**config.mk**
```make
export PLATFORM = sky130hd
export DESIGN_NAME = write_data
export DESIGN_NICKNAME = d
export VERILOG_FILES = /design/src/rtl/threshold_pkg.sv /design/src/rtl/write_data_geometry.sv /design/src/rtl/write_data.sv
export SDC_FILE = /design/constraint.sdc
export NUM_CORES = 1
export LEC_CHECK = 0
export CAP_MARGIN = 20
export CORE_MARGIN = 2
export CORE_UTILIZATION = 47
export CTS_CLUSTER_SIZE = 20
export DETAILED_ROUTE_END_ITERATION = 16
export PLACE_DENSITY = 0.84
export SLEW_MARGIN = 20
export SYNTH_ARGS = -nofsm -noshare
export SYNTH_HDL_FRONTEND = slang
export SYNTH_SLANG_ARGS = --single-unit
```
**constraint.sdc**
```tcl
create_clock -name clk -period 2.37 [get_ports clk]
set_clock_uncertainty 0.2 [all_clocks]
set_input_delay 0.237 -clock clk [delete_from_list [all_inputs] [get_ports clk]]
set_output_delay 0.237 -clock clk [all_outputs]
set_load 0.02 [all_outputs]
```
**src/rtl/threshold_pkg.sv**
```systemverilog
// Shared pixel-pair types, BMP byte-order offsets and the frame-sink FSM states.
// Also used by the image source so both ends agree on word layout.
package threshold_pkg;

  typedef enum logic [1:0] {
    IDLE,
    WAIT_LINE,
    ACTIVE_LINE,
    DONE
  } state_t;

  localparam int PIXEL_WIDTH     = 8;
  localparam int PAIR_WORD_WIDTH = 48;

  localparam int B_EVEN_LSB = 0;
  localparam int G_EVEN_LSB = 8;
  localparam int R_EVEN_LSB = 16;
  localparam int B_ODD_LSB  = 24;
  localparam int G_ODD_LSB  = 32;
  localparam int R_ODD_LSB  = 40;

  typedef struct packed {
    logic [PIXEL_WIDTH-1:0] r;
    logic [PIXEL_WIDTH-1:0] g;
    logic [PIXEL_WIDTH-1:0] b;
  } rgb_t;

  function automatic logic [PAIR_WORD_WIDTH-1:0] pack_pair(
    input rgb_t ev,
    input rgb_t od
  );
    logic [PAIR_WORD_WIDTH-1:0] w;
    w = '0;
    w[B_EVEN_LSB +: PIXEL_WIDTH] = ev.b;
    w[G_EVEN_LSB +: PIXEL_WIDTH] = ev.g;
    w[R_EVEN_LSB +: PIXEL_WIDTH] = ev.r;
    w[B_ODD_LSB  +: PIXEL_WIDTH] = od.b;
    w[G_ODD_LSB  +: PIXEL_WIDTH] = od.g;
    w[R_ODD_LSB  +: PIXEL_WIDTH] = od.r;
    return w;
  endfunction

endpackage

```
**src/rtl/write_data_geometry.sv**
```systemverilog
// Row/column tracking, bottom-up row base address and sticky geometry errors.
// Rows arrive top first but are stored last-row-first, hence the decrementing base.
module write_data_geometry
  import threshold_pkg::*;
#(
  parameter int IMAGE_WIDTH  = 768,
  parameter int IMAGE_HEIGHT = 512,
  parameter int ADDR_WIDTH   = 18
) (
  input  logic                  clk,
  input  logic                  reset,
  input  logic                  frame_start,
  input  logic                  mid_frame,
  input  logic                  beat,
  input  logic                  line_end,
  output logic                  col_ok,
  output logic                  last_row,
  output logic [ADDR_WIDTH-1:0] wr_addr,
  output logic                  line_error,
  output logic                  frame_error
);

  localparam int HALF = IMAGE_WIDTH / 2;
  localparam int CW   = $clog2(HALF + 1);
  localparam int RW   = $clog2(IMAGE_HEIGHT + 1);

  localparam logic [CW-1:0] HALF_C = CW'(HALF);
  localparam logic [RW-1:0] LAST_C = RW'(IMAGE_HEIGHT - 1);
  localparam logic [ADDR_WIDTH-1:0] STEP =
    ADDR_WIDTH'(HALF);
  localparam logic [ADDR_WIDTH-1:0] BASE0 =
    ADDR_WIDTH'((IMAGE_HEIGHT - 1) * HALF);

  logic [CW-1:0]         col;
  logic [RW-1:0]         row;
  logic [ADDR_WIDTH-1:0] row_base;

  assign col_ok   = (col < HALF_C);
  assign last_row = (row == LAST_C);
  assign wr_addr  = row_base + ADDR_WIDTH'(col);

  // col saturates at HALF so an over-long line cannot wrap into range
  always_ff @(posedge clk) begin
    if (reset) begin
      col         <= '0;
      row         <= '0;
      row_base    <= BASE0;
      line_error  <= 1'b0;
      frame_error <= 1'b0;
    end else if (frame_start) begin
      col         <= '0;
      row         <= '0;
      row_base    <= BASE0;
      line_error  <= 1'b0;
      frame_error <= mid_frame;
    end else if (beat) begin
      if (col_ok) begin
        col <= col + CW'(1);
      end else begin
        line_error <= 1'b1;
      end
    end else if (line_end) begin
      if (col != HALF_C) begin
        line_error <= 1'b1;
      end
      row      <= row + RW'(1);
      col      <= '0;
      row_base <= row_base - STEP;
    end
  end

endmodule

```
**src/rtl/write_data.sv**
```systemverilog
// Frame sink: packs pixel pairs into BMP-ordered words and stores them bottom-up.
// FSM, packing and registered memory-port outputs live here.
module write_data
  import threshold_pkg::*;
#(
  parameter int IMAGE_WIDTH  = 768,
  parameter int IMAGE_HEIGHT = 512,
  parameter int ADDR_WIDTH   = 18
) (
  input  logic                       clk,
  input  logic                       reset,
  input  logic                       vertical_Pulse,
  input  logic                       horizontal_Pulse,
  input  logic [PIXEL_WIDTH-1:0]     data_R_Even,
  input  logic [PIXEL_WIDTH-1:0]     data_G_Even,
  input  logic [PIXEL_WIDTH-1:0]     data_B_Even,
  input  logic [PIXEL_WIDTH-1:0]     data_R_Odd,
  input  logic [PIXEL_WIDTH-1:0]     data_G_Odd,
  input  logic [PIXEL_WIDTH-1:0]     data_B_Odd,
  output logic                       mem_Write_Enable,
  output logic [ADDR_WIDTH-1:0]      mem_Address,
  output logic [PAIR_WORD_WIDTH-1:0] mem_Write_Data,
  output logic                       line_Error,
  output logic                       frame_Error,
  output logic                       done_Flag
);

  state_t state_q;
  state_t state_d;

  logic vs_q;
  logic vs_rise;
  logic frame_start;
  logic mid_frame;
  logic beat;
  logic line_end;
  logic col_ok;
  logic last_row;
  logic wr_en;
  logic [ADDR_WIDTH-1:0] wr_addr;
  rgb_t px_even;
  rgb_t px_odd;

  assign vs_rise = vertical_Pulse & ~vs_q;
  assign wr_en   = beat & col_ok;
  assign px_even = '{r: data_R_Even, g: data_G_Even, b: data_B_Even};
  assign px_odd  = '{r: data_R_Odd, g: data_G_Odd, b: data_B_Odd};

  // A frame restart takes priority over any beat in the same cycle
  always_comb begin
    state_d     = state_q;
    frame_start = 1'b0;
    mid_frame   = 1'b0;
    beat        = 1'b0;
    line_end    = 1'b0;
    if (vs_rise) begin
      frame_start = 1'b1;
      mid_frame   = (state_q == WAIT_LINE) ||
                    (state_q == ACTIVE_LINE);
      state_d     = WAIT_LINE;
    end else begin
      unique case (state_q)
        WAIT_LINE: begin
          if (horizontal_Pulse) begin
            beat    = 1'b1;
            state_d = ACTIVE_LINE;
          end
        end
        ACTIVE_LINE: begin
          if (horizontal_Pulse) begin
            beat = 1'b1;
          end else begin
            line_end = 1'b1;
            state_d  = last_row ? DONE : WAIT_LINE;
          end
        end
        default: ;
      endcase
    end
  end

  always_ff @(posedge clk) begin
    if (reset) begin
      state_q          <= IDLE;
      vs_q             <= 1'b0;
      mem_Write_Enable <= 1'b0;
      mem_Address      <= '0;
      mem_Write_Data   <= '0;
      done_Flag        <= 1'b0;
    end else begin
      state_q          <= state_d;
      vs_q             <= vertical_Pulse;
      mem_Write_Enable <= wr_en;
      if (wr_en) begin
        mem_Address    <= wr_addr;
        mem_Write_Data <= pack_pair(px_even, px_odd);
      end
      if (frame_start) begin
        done_Flag <= 1'b0;
      end else if (line_end && last_row) begin
        done_Flag <= 1'b1;
      end
    end
  end

  write_data_geometry #(
    .IMAGE_WIDTH (IMAGE_WIDTH),
    .IMAGE_HEIGHT(IMAGE_HEIGHT),
    .ADDR_WIDTH  (ADDR_WIDTH)
  ) u_geometry (
    .clk        (clk),
    .reset      (reset),
    .frame_start(frame_start),
    .mid_frame  (mid_frame),
    .beat       (beat),
    .line_end   (line_end),
    .col_ok     (col_ok),
    .last_row   (last_row),
    .wr_addr    (wr_addr),
    .line_error (line_Error),
    .frame_error(frame_Error)
  );

endmodule
```
==> results of run 1 <==
==> synth_stat cells, types with 5 or more instances <==
cell type,count
a211oi_1,10
a21oi_1,73
and3_1,7
buf_2,15
buf_4,5
clkbuf_1,14
dfxtp_1,103
ha_1,8
inv_1,6
nand2_1,136
nand3_1,13
nand4_1,7
nor2_1,24
nor4_1,6
o21ai_0,10
xnor2_1,14
xor2_1,9
==> through the flow <==
stage	power (mW)	cells	hold slack, ns	worst slack, ns
2_1_floorplan	2.05	505	0.165	0.464
6_report	3.37	730	0.218	0.207
3_5_place_dp	2.27	713	0.247	0.210
3_3_place_gp	2.26	713	0.241	0.268
5_1_grt	3.51	730	0.210	0.0871
4_1_cts	3.40	730	0.199	0.211
==> worst min-delay path, cell delays in order <==
cell             delay [ns]
clkdlybuf4s50_1        0.40
nand2_1                0.05
a21oi_1                0.05
==> logic make-up after synthesis <==
kind of cell    after synthesis  synth area share, %
compound gates              103                 13.7
xor+xnor                     23                 4.76
fa+ha+maj                     9                 2.84
buf+inv                      41                 4.70
flops                       103                 48.7
mux                           1                0.236
simple gates                225                 25.1
==> worst max-delay path by stage <==
stage / startpoint / end / slack [ns] / depth (start not counted)
floorplan: state_q[0]$_SDFFE_PP0P_ / mem_Write_Data[17]$_SDFFE_PP0P_ / 0.46 / 9
global placement: vertical_Pulse / u_geometry.line_error$_SDFFE_PP0P_ / 0.27 / 5
detailed placement: vertical_Pulse / mem_Write_Data[20]$_SDFFE_PP0P_ / 0.21 / 6
CTS: state_q[0]$_SDFFE_PP0P_ / mem_Address[11]$_SDFFE_PP0P_ / 0.21 / 7
global route: state_q[0]$_SDFFE_PP0P_ / mem_Address[11]$_SDFFE_PP0P_ / 0.09 / 7
finish: state_q[0]$_SDFFE_PP0P_ / mem_Address[11]$_SDFFE_PP0P_ / 0.21 / 7
==> flip-flops by register name, summed over array words and instances, names as in the netlist <==
| name | cells |
|---|---|
| vs_q | 1 |
| u_geometry.row_base | 11 |
| u_geometry.frame_error | 1 |
| u_geometry.col | 9 |
| mem_Write_Data | 48 |
| state_q | 2 |
| mem_Write_Enable | 1 |
| done_Flag | 1 |
| u_geometry.row | 10 |
| u_geometry.line_error | 1 |
| mem_Address | 18 |
==> layout make-up <==
type / instances / area, um^2
clock buffers: 11 / 141
clock inverters: 5 / 63.8
fillers: 714 / 2960
inverters: 6 / 22.5
multi-input cells: 361 / 1980
flip-flops and latches: 103 / 2060
well taps: 108 / 135
repair buffers: 136 / 1360
==> power groups by stage <==
| stage | Combinational [mW] | Clock (mW) | Sequential, mW |
|---|---|---|---|
| global placement | 0.418 | 0 | 1.84 |
| global route | 0.460 | 1.23 | 1.81 |
| CTS | 0.430 | 1.17 | 1.81 |
| floorplan | 0.154 | 0 | 1.90 |
| detailed placement | 0.427 | 0 | 1.85 |
| finish | 0.427 | 1.13 | 1.81 |
==> metal layers <==
layer,vias to the layer above,track usage (%),part of all wire [%]
li1,1933,-,-
met3,12,4.75,5.4
met5,-,0,0
met1,1788,25.9,45
met4,0,6.95,1.4
met2,115,34.9,48
==> timing repair <==
item                      CTS  global route
hold endpoints to repair    1             0
hold buffers                1             0
gates resized for setup     0             0
==> impl_metrics.tcl, run 1 <==
set metrics [dict create \
    tightest_slew_ns 0.690 \
    internal_power_mw 2.52 \
    whs_path_depth 3 \
    netlist_instances 505 \
    path_class "register to register" \
    clk_path_buf_depth 2 \
    antenna_found_initial 0 \
    end_kind "register" \
    power_density_nw_per_um2 584 \
    area_delta_synth_final_pct 36.1 \
    io_pins 122 \
    mostFrequentLayoutCell "nand2_1" \
    grt_pass1_vias 3725 \
    utilization_pct 66.1 \
    mostFrequentLayoutCells "nand2_1 (136), clkdlybuf4s50_1 (120), dfxtp_1 (103)" \
    path_clk_slew_ns 0.10 \
    die_y_um 98.9 \
    post-route-period-util_pct 91.3 \
    yosysSeqAreaShare_pct 48.7 \
    final_nets 678 \
    critPathArrivalTime_ns 2.23 \
    grt_max_degree 70 \
    start_util_pct 48.5 \
    placed_cell_area_um2 5550 \
    synth_area_leaders "dfxtp_1 (49%), nand2_1 (12%), a21oi_1 (8.6%), xnor2_1 (2.9%), ha_1 (2.4%)" \
    synth-edff-count 0 \
    dp_hpwl_um 7220 \
    postCtsSetupBuffers 0 \
    numCtsBuffers 9 \
    hold_viol_final 0 \
    seq_power_share_pct 53.7 \
    crit_chain "inv_1 > ha_1 > and2b_1 > and3_2 > buf_12 > nor2_1 > a211oi_1" \
    p_switching_mw 0.847 \
    clk_latency_ns 0.36 \
    min_from "data_G_Odd[7]" \
    min_period_ns 2.16 \
    hp-class "primary input to register" \
    grt_pass1_wl_um 16700 \
    first_pass_iters 4 \
    status "completed" \
    drv_slew 0 \
    crit_fanout 31 \
    yosys_warnings 0 \
    avgRoutedWirePerCell_um 13.9 \
    worstReg2RegEnd "mem_Address[11]$_SDFFE_PP0P_" \
    syn_area_per_cell_um2 8.38 \
    async_flop_share_pct 0 \
    cts_num_sinks 103 \
    dieArea_um2 9780 \
    cts_tree "built" \
    p_leak_nw 2.00 \
    switching_share_pct 25.2 \
    row_count 34 \
    n_antenna_cell 0 \
    syn-num-nets 566 \
    cap_violations 0 \
    setup_viol 0 \
    synth_area_um2 4230 \
    yosysTopAreaCell "dfxtp_1" \
    synth_cell_types 49 \
    synth_top_flop_cell "dfxtp_1" \
    routed_wl_um 10200 \
    regToRegStartpoint "state_q[0]$_SDFFE_PP0P_" \
    viasPerCell 5.27 \
    slowest_delay_ns 0.39 \
    synth_seq_cells 103 \
    die_w_um 98.9 \
    final.setup.tns_ns 0 \
    portBuffers 121 \
    drc_errors 0 \
    regToRegSetupSlack_ns 0.21 \
    yosysTopAreaCellShare_pct 48.7 \
    core_area_um2 8720 \
    ant_nets 0 \
    grt.overflow.total 0 \
    grt_use_total_pct 20.6 \
    fin_area_um2 5760 \
    first_iter_violations 151 \
    cp-start-kind "register" \
    slowest_stage "dfxtp_1" \
    critPathBufInv 2 \
    fmax_mhz 462 \
    r2r_cells 7 \
    cp.required_ns 2.44 \
    max-vdd-ir-drop_uv 385 \
    gp_congestion 0.848 \
    htree_levels 3 \
    vias 3848 \
    hold_path_end "mem_Write_Data[39]$_SDFFE_PP0P_" \
    cts_root_buf "clkbuf_8" \
    combPwrFrac_pct 12.7 \
    drive_gt1_share_pct 6.59 \
    critPathTopFamily "simple AND/OR/NAND/NOR gates" \
    rsz0062_at_grt "false" \
    max-slew-margin-rel_pct 54.0 \
    power_frac_clock_pct 33.6 \
]
Power figures use the tool's default switching activity.
==> run 2: changes to the inputs <==
--- a/config.mk
+++ b/config.mk
@@ -11,7 +11,7 @@
 export CTS_CLUSTER_SIZE = 20
 export DETAILED_ROUTE_END_ITERATION = 16
 export PLACE_DENSITY = 0.84
-export SLEW_MARGIN = 20
+export SLEW_MARGIN = 15
 export SYNTH_ARGS = -nofsm -noshare
 export SYNTH_HDL_FRONTEND = slang
 export SYNTH_SLANG_ARGS = --single-unit
==> results of run 2 <==
Same layout as run 1: the final DEF is identical, and so are final timing and power.
==> run 3: changes to the inputs <==
--- a/config.mk
+++ b/config.mk
@@ -5,12 +5,13 @@
 export SDC_FILE = /design/constraint.sdc
 export NUM_CORES = 1
 export LEC_CHECK = 0
+export ABC_AREA = 1
 export CAP_MARGIN = 20
 export CORE_MARGIN = 2
-export CORE_UTILIZATION = 47
+export CORE_UTILIZATION = 43
 export CTS_CLUSTER_SIZE = 20
 export DETAILED_ROUTE_END_ITERATION = 16
-export PLACE_DENSITY = 0.84
+export PLACE_DENSITY = 0.81
 export SLEW_MARGIN = 15
 export SYNTH_ARGS = -nofsm -noshare
 export SYNTH_HDL_FRONTEND = slang
==> constraint.sdc (replaced) <==
create_clock -name clk -period 1.95 [get_ports clk]
set_clock_uncertainty 0.2 [all_clocks]
set_input_delay 0.195 -clock clk [delete_from_list [all_inputs] [get_ports clk]]
set_output_delay 0.195 -clock clk [all_outputs]
set_load 0.02 [all_outputs]
==> impl_metrics.tcl, run 3 <==
set metrics [dict create \
    die_y_um 104 \
    path_class "register to register" \
    fin_cells 858 \
    cts_num_sinks 103 \
    drive_gt1_share_pct 7.03 \
    netlist_instances 595 \
    rsz0062_at_grt "false" \
    post-route-period-util_pct 94.0 \
    numCtsBuffers 9 \
    yosys_warnings 0 \
    switching_share_pct 27.1 \
    die_w_um 104 \
    max-slew-margin-rel_pct 59.9 \
    clk_latency_ns 0.37 \
    power_density_nw_per_um2 671 \
    drv_slew 0 \
    grt_pass1_vias 3830 \
    end_kind "register" \
    critPathTopFamily "flip-flops" \
    drc_errors 0 \
    yosysTopAreaCellShare_pct 47.6 \
    min_period_ns 1.83 \
    p_leak_nw 2.29 \
    fmax_mhz 545 \
    start_util_pct 44.3 \
    area_delta_synth_final_pct 38.9 \
    ant_nets 0 \
    async_flop_share_pct 0 \
    cp-start-kind "register" \
    grt_max_degree 58 \
    synth_top_flop_cell "dfxtp_1" \
    grt.overflow.total 0 \
    crit_chain "inv_1 > ha_1 > nor2_4 > nand3_4 > inv_8 > buf_12 > o21ai_0 > a31oi_1" \
    timing.hold.ws_ns 0.0993 \
    synth-edff-count 0 \
    slowest_stage "dfxtp_2" \
    synth_seq_cells 103 \
    clk_path_buf_depth 2 \
    synthTopCellsByCount "nand2_1 (185), dfxtp_1 (103), a21oi_1 (76)" \
    mostFrequentLayoutCell "nand2_1" \
    placedCellCount 838 \
    cts_root_buf "clkbuf_8" \
    ff_latch_area_um2 2060 \
    status "completed" \
    path_clk_slew_ns 0.11 \
    top_register "mem_Write_Data" \
    crit_fanout 17 \
    combPwrFrac_pct 14.0 \
    critPathArrivalTime_ns 1.93 \
    fill_cells 849 \
    row_count 36 \
    largestRegisters "mem_Write_Data: 48 flops, mem_Address: 18 flops, u_geometry.row_base: 11 flops" \
    largest_reg_flops 48 \
    cts_tree "built" \
    n_antenna_cell 0 \
    routed_wl_um 11400 \
    seq_power_share_pct 54.6 \
    multiInputGateArea_um2 1980 \
    portBuffers 121 \
    final_nets 781 \
    synth_area_leaders "dfxtp_1 (48%), nand2_1 (16%), a21oi_1 (8.8%), nor2_1 (4.1%), inv_1 (3.9%)" \
    io_pins 122 \
    p_switching_mw 1.09 \
    synth_most_common_cell "nand2_1" \
    internal_power_mw 2.94 \
    first_pass_iters 4 \
    max-vdd-ir-drop_uv 340 \
    first_iter_violations 217 \
    antenna_found_initial 0 \
    critPathBufInv 3 \
    mostFrequentLayoutCells "nand2_1 (185), clkdlybuf4s50_1 (120), dfxtp_1 (101)" \
    tightest_slew_ns 0.602 \
    viasPerCell 5.01 \
    synth_cell_types 27 \
    gp_congestion 0.900 \
    htree_levels 3 \
    core_area_um2 9770 \
    dp_hpwl_um 8110 \
    hold_viol_final 0 \
    power_frac_clock_pct 31.4 \
    yosysTopAreaCell "dfxtp_1" \
    cp.required_ns 2.04 \
    syn-num-nets 656 \
    grt_use_total_pct 19.9 \
    synth_area_um2 4330 \
    syn_area_per_cell_um2 7.28 \
    vias 4295 \
    avgRoutedWirePerCell_um 13.3 \
    cap_violations 0 \
    hp-class "primary input to register" \
    dieArea_um2 10900 \
    setup_viol 0 \
    slowest_delay_ns 0.36 \
    grt_pass1_wl_um 18000 \
    yosysSeqAreaShare_pct 47.6 \
]
==> run 3: kinds of logic (layout without fill, tap and decap cells) <==
| kind of cell | Yosys count | count (layout) | share of synthesized area [%] |
|---|---|---|---|
| flip-flops | 103 | 103 | 47.6 |
| XOR/XNOR | 7 | 7 | 1.42 |
| buffers and inverters | 77 | 206 | 7.48 |
| AND/OR/NAND/NOR | 291 | 292 | 27.6 |
| adder cells (fa/ha/maj) | 9 | 9 | 2.77 |
| AO/OA/AOI/OAI | 108 | 108 | 13.1 |
==> run 3: layer usage <==
layer	track usage (%)	vias up	share of wire, %
met5	0	-	0
met3	4.45	11	7.1
met1	25.5	1970	44
met4	7.34	0	1.4
met2	32.8	147	47
li1	-	2167	-
==> run 3: final cells by class <==
| class | count | area share (%) |
|---|---|---|
| clock buffer | 10 | 2.12 |
| tap | 133 | 2.77 |
| timing repair buffer | 141 | 23.7 |
| multi-input combinational | 416 | 32.9 |
| clock inverter | 6 | 0.957 |
| inverter | 49 | 3.18 |
| sequential | 103 | 34.3 |
==> run 3: timing repair <==
item / CTS / global route
buffers inserted: 0 / 1
resized for setup: 0 / 13
setup endpoints to repair: 0 / 78
hold buffers: 0 / 0
==> run 3: through the flow <==
step	worst slack, ns	TNS [ns]	area [um^2]	power [mW]	util, %
floorplan	0.138	0	4330	2.51	-
global placement	0.0532	0	5730	2.78	58.6
detailed placement	-0.00980	-0.00980	5730	2.79	58.6
CTS	0.00463	0	5910	4.05	60.5
global route	0.00275	0	6020	4.20	61.6
finish	0.116	0	6020	4.04	61.6
==> run 3: worst reg2reg max path, delay by kind of cell (launching register included) <==
family,cells,cell delay (ns)
flip-flops,1,0.36
adder cells (fa/ha/maj),1,0.34
buffers and inverters,3,0.34
AND/OR/NAND/NOR,2,0.29
AO/OA/AOI/OAI,2,0.23
==> run 3: path summary, 6_finish.rpt <==
check,startpoint,endpoint,slack (ns),cells after the start
worst max-delay path,state_q[0]$_SDFFE_PP0P_,mem_Address[11]$_SDFFE_PP0P_,0.12,8
worst min-delay path,reset,mem_Address[10]$_SDFFE_PP0P_,0.1,5
worst max register to register,state_q[0]$_SDFFE_PP0P_,mem_Address[11]$_SDFFE_PP0P_,0.12,8
worst min register to register,done_Flag$_SDFFE_PP0P_,done_Flag$_SDFFE_PP0P_,0.26,2
==> run 3: power by group through the flow <==
stage	registers [mW]	clock network [mW]	logic, mW
finish	2.21	1.27	0.563
global route	2.21	1.38	0.606
detailed placement	2.25	0	0.539
floorplan	2.32	0	0.184
CTS	2.20	1.31	0.543
global placement	2.25	0	0.531
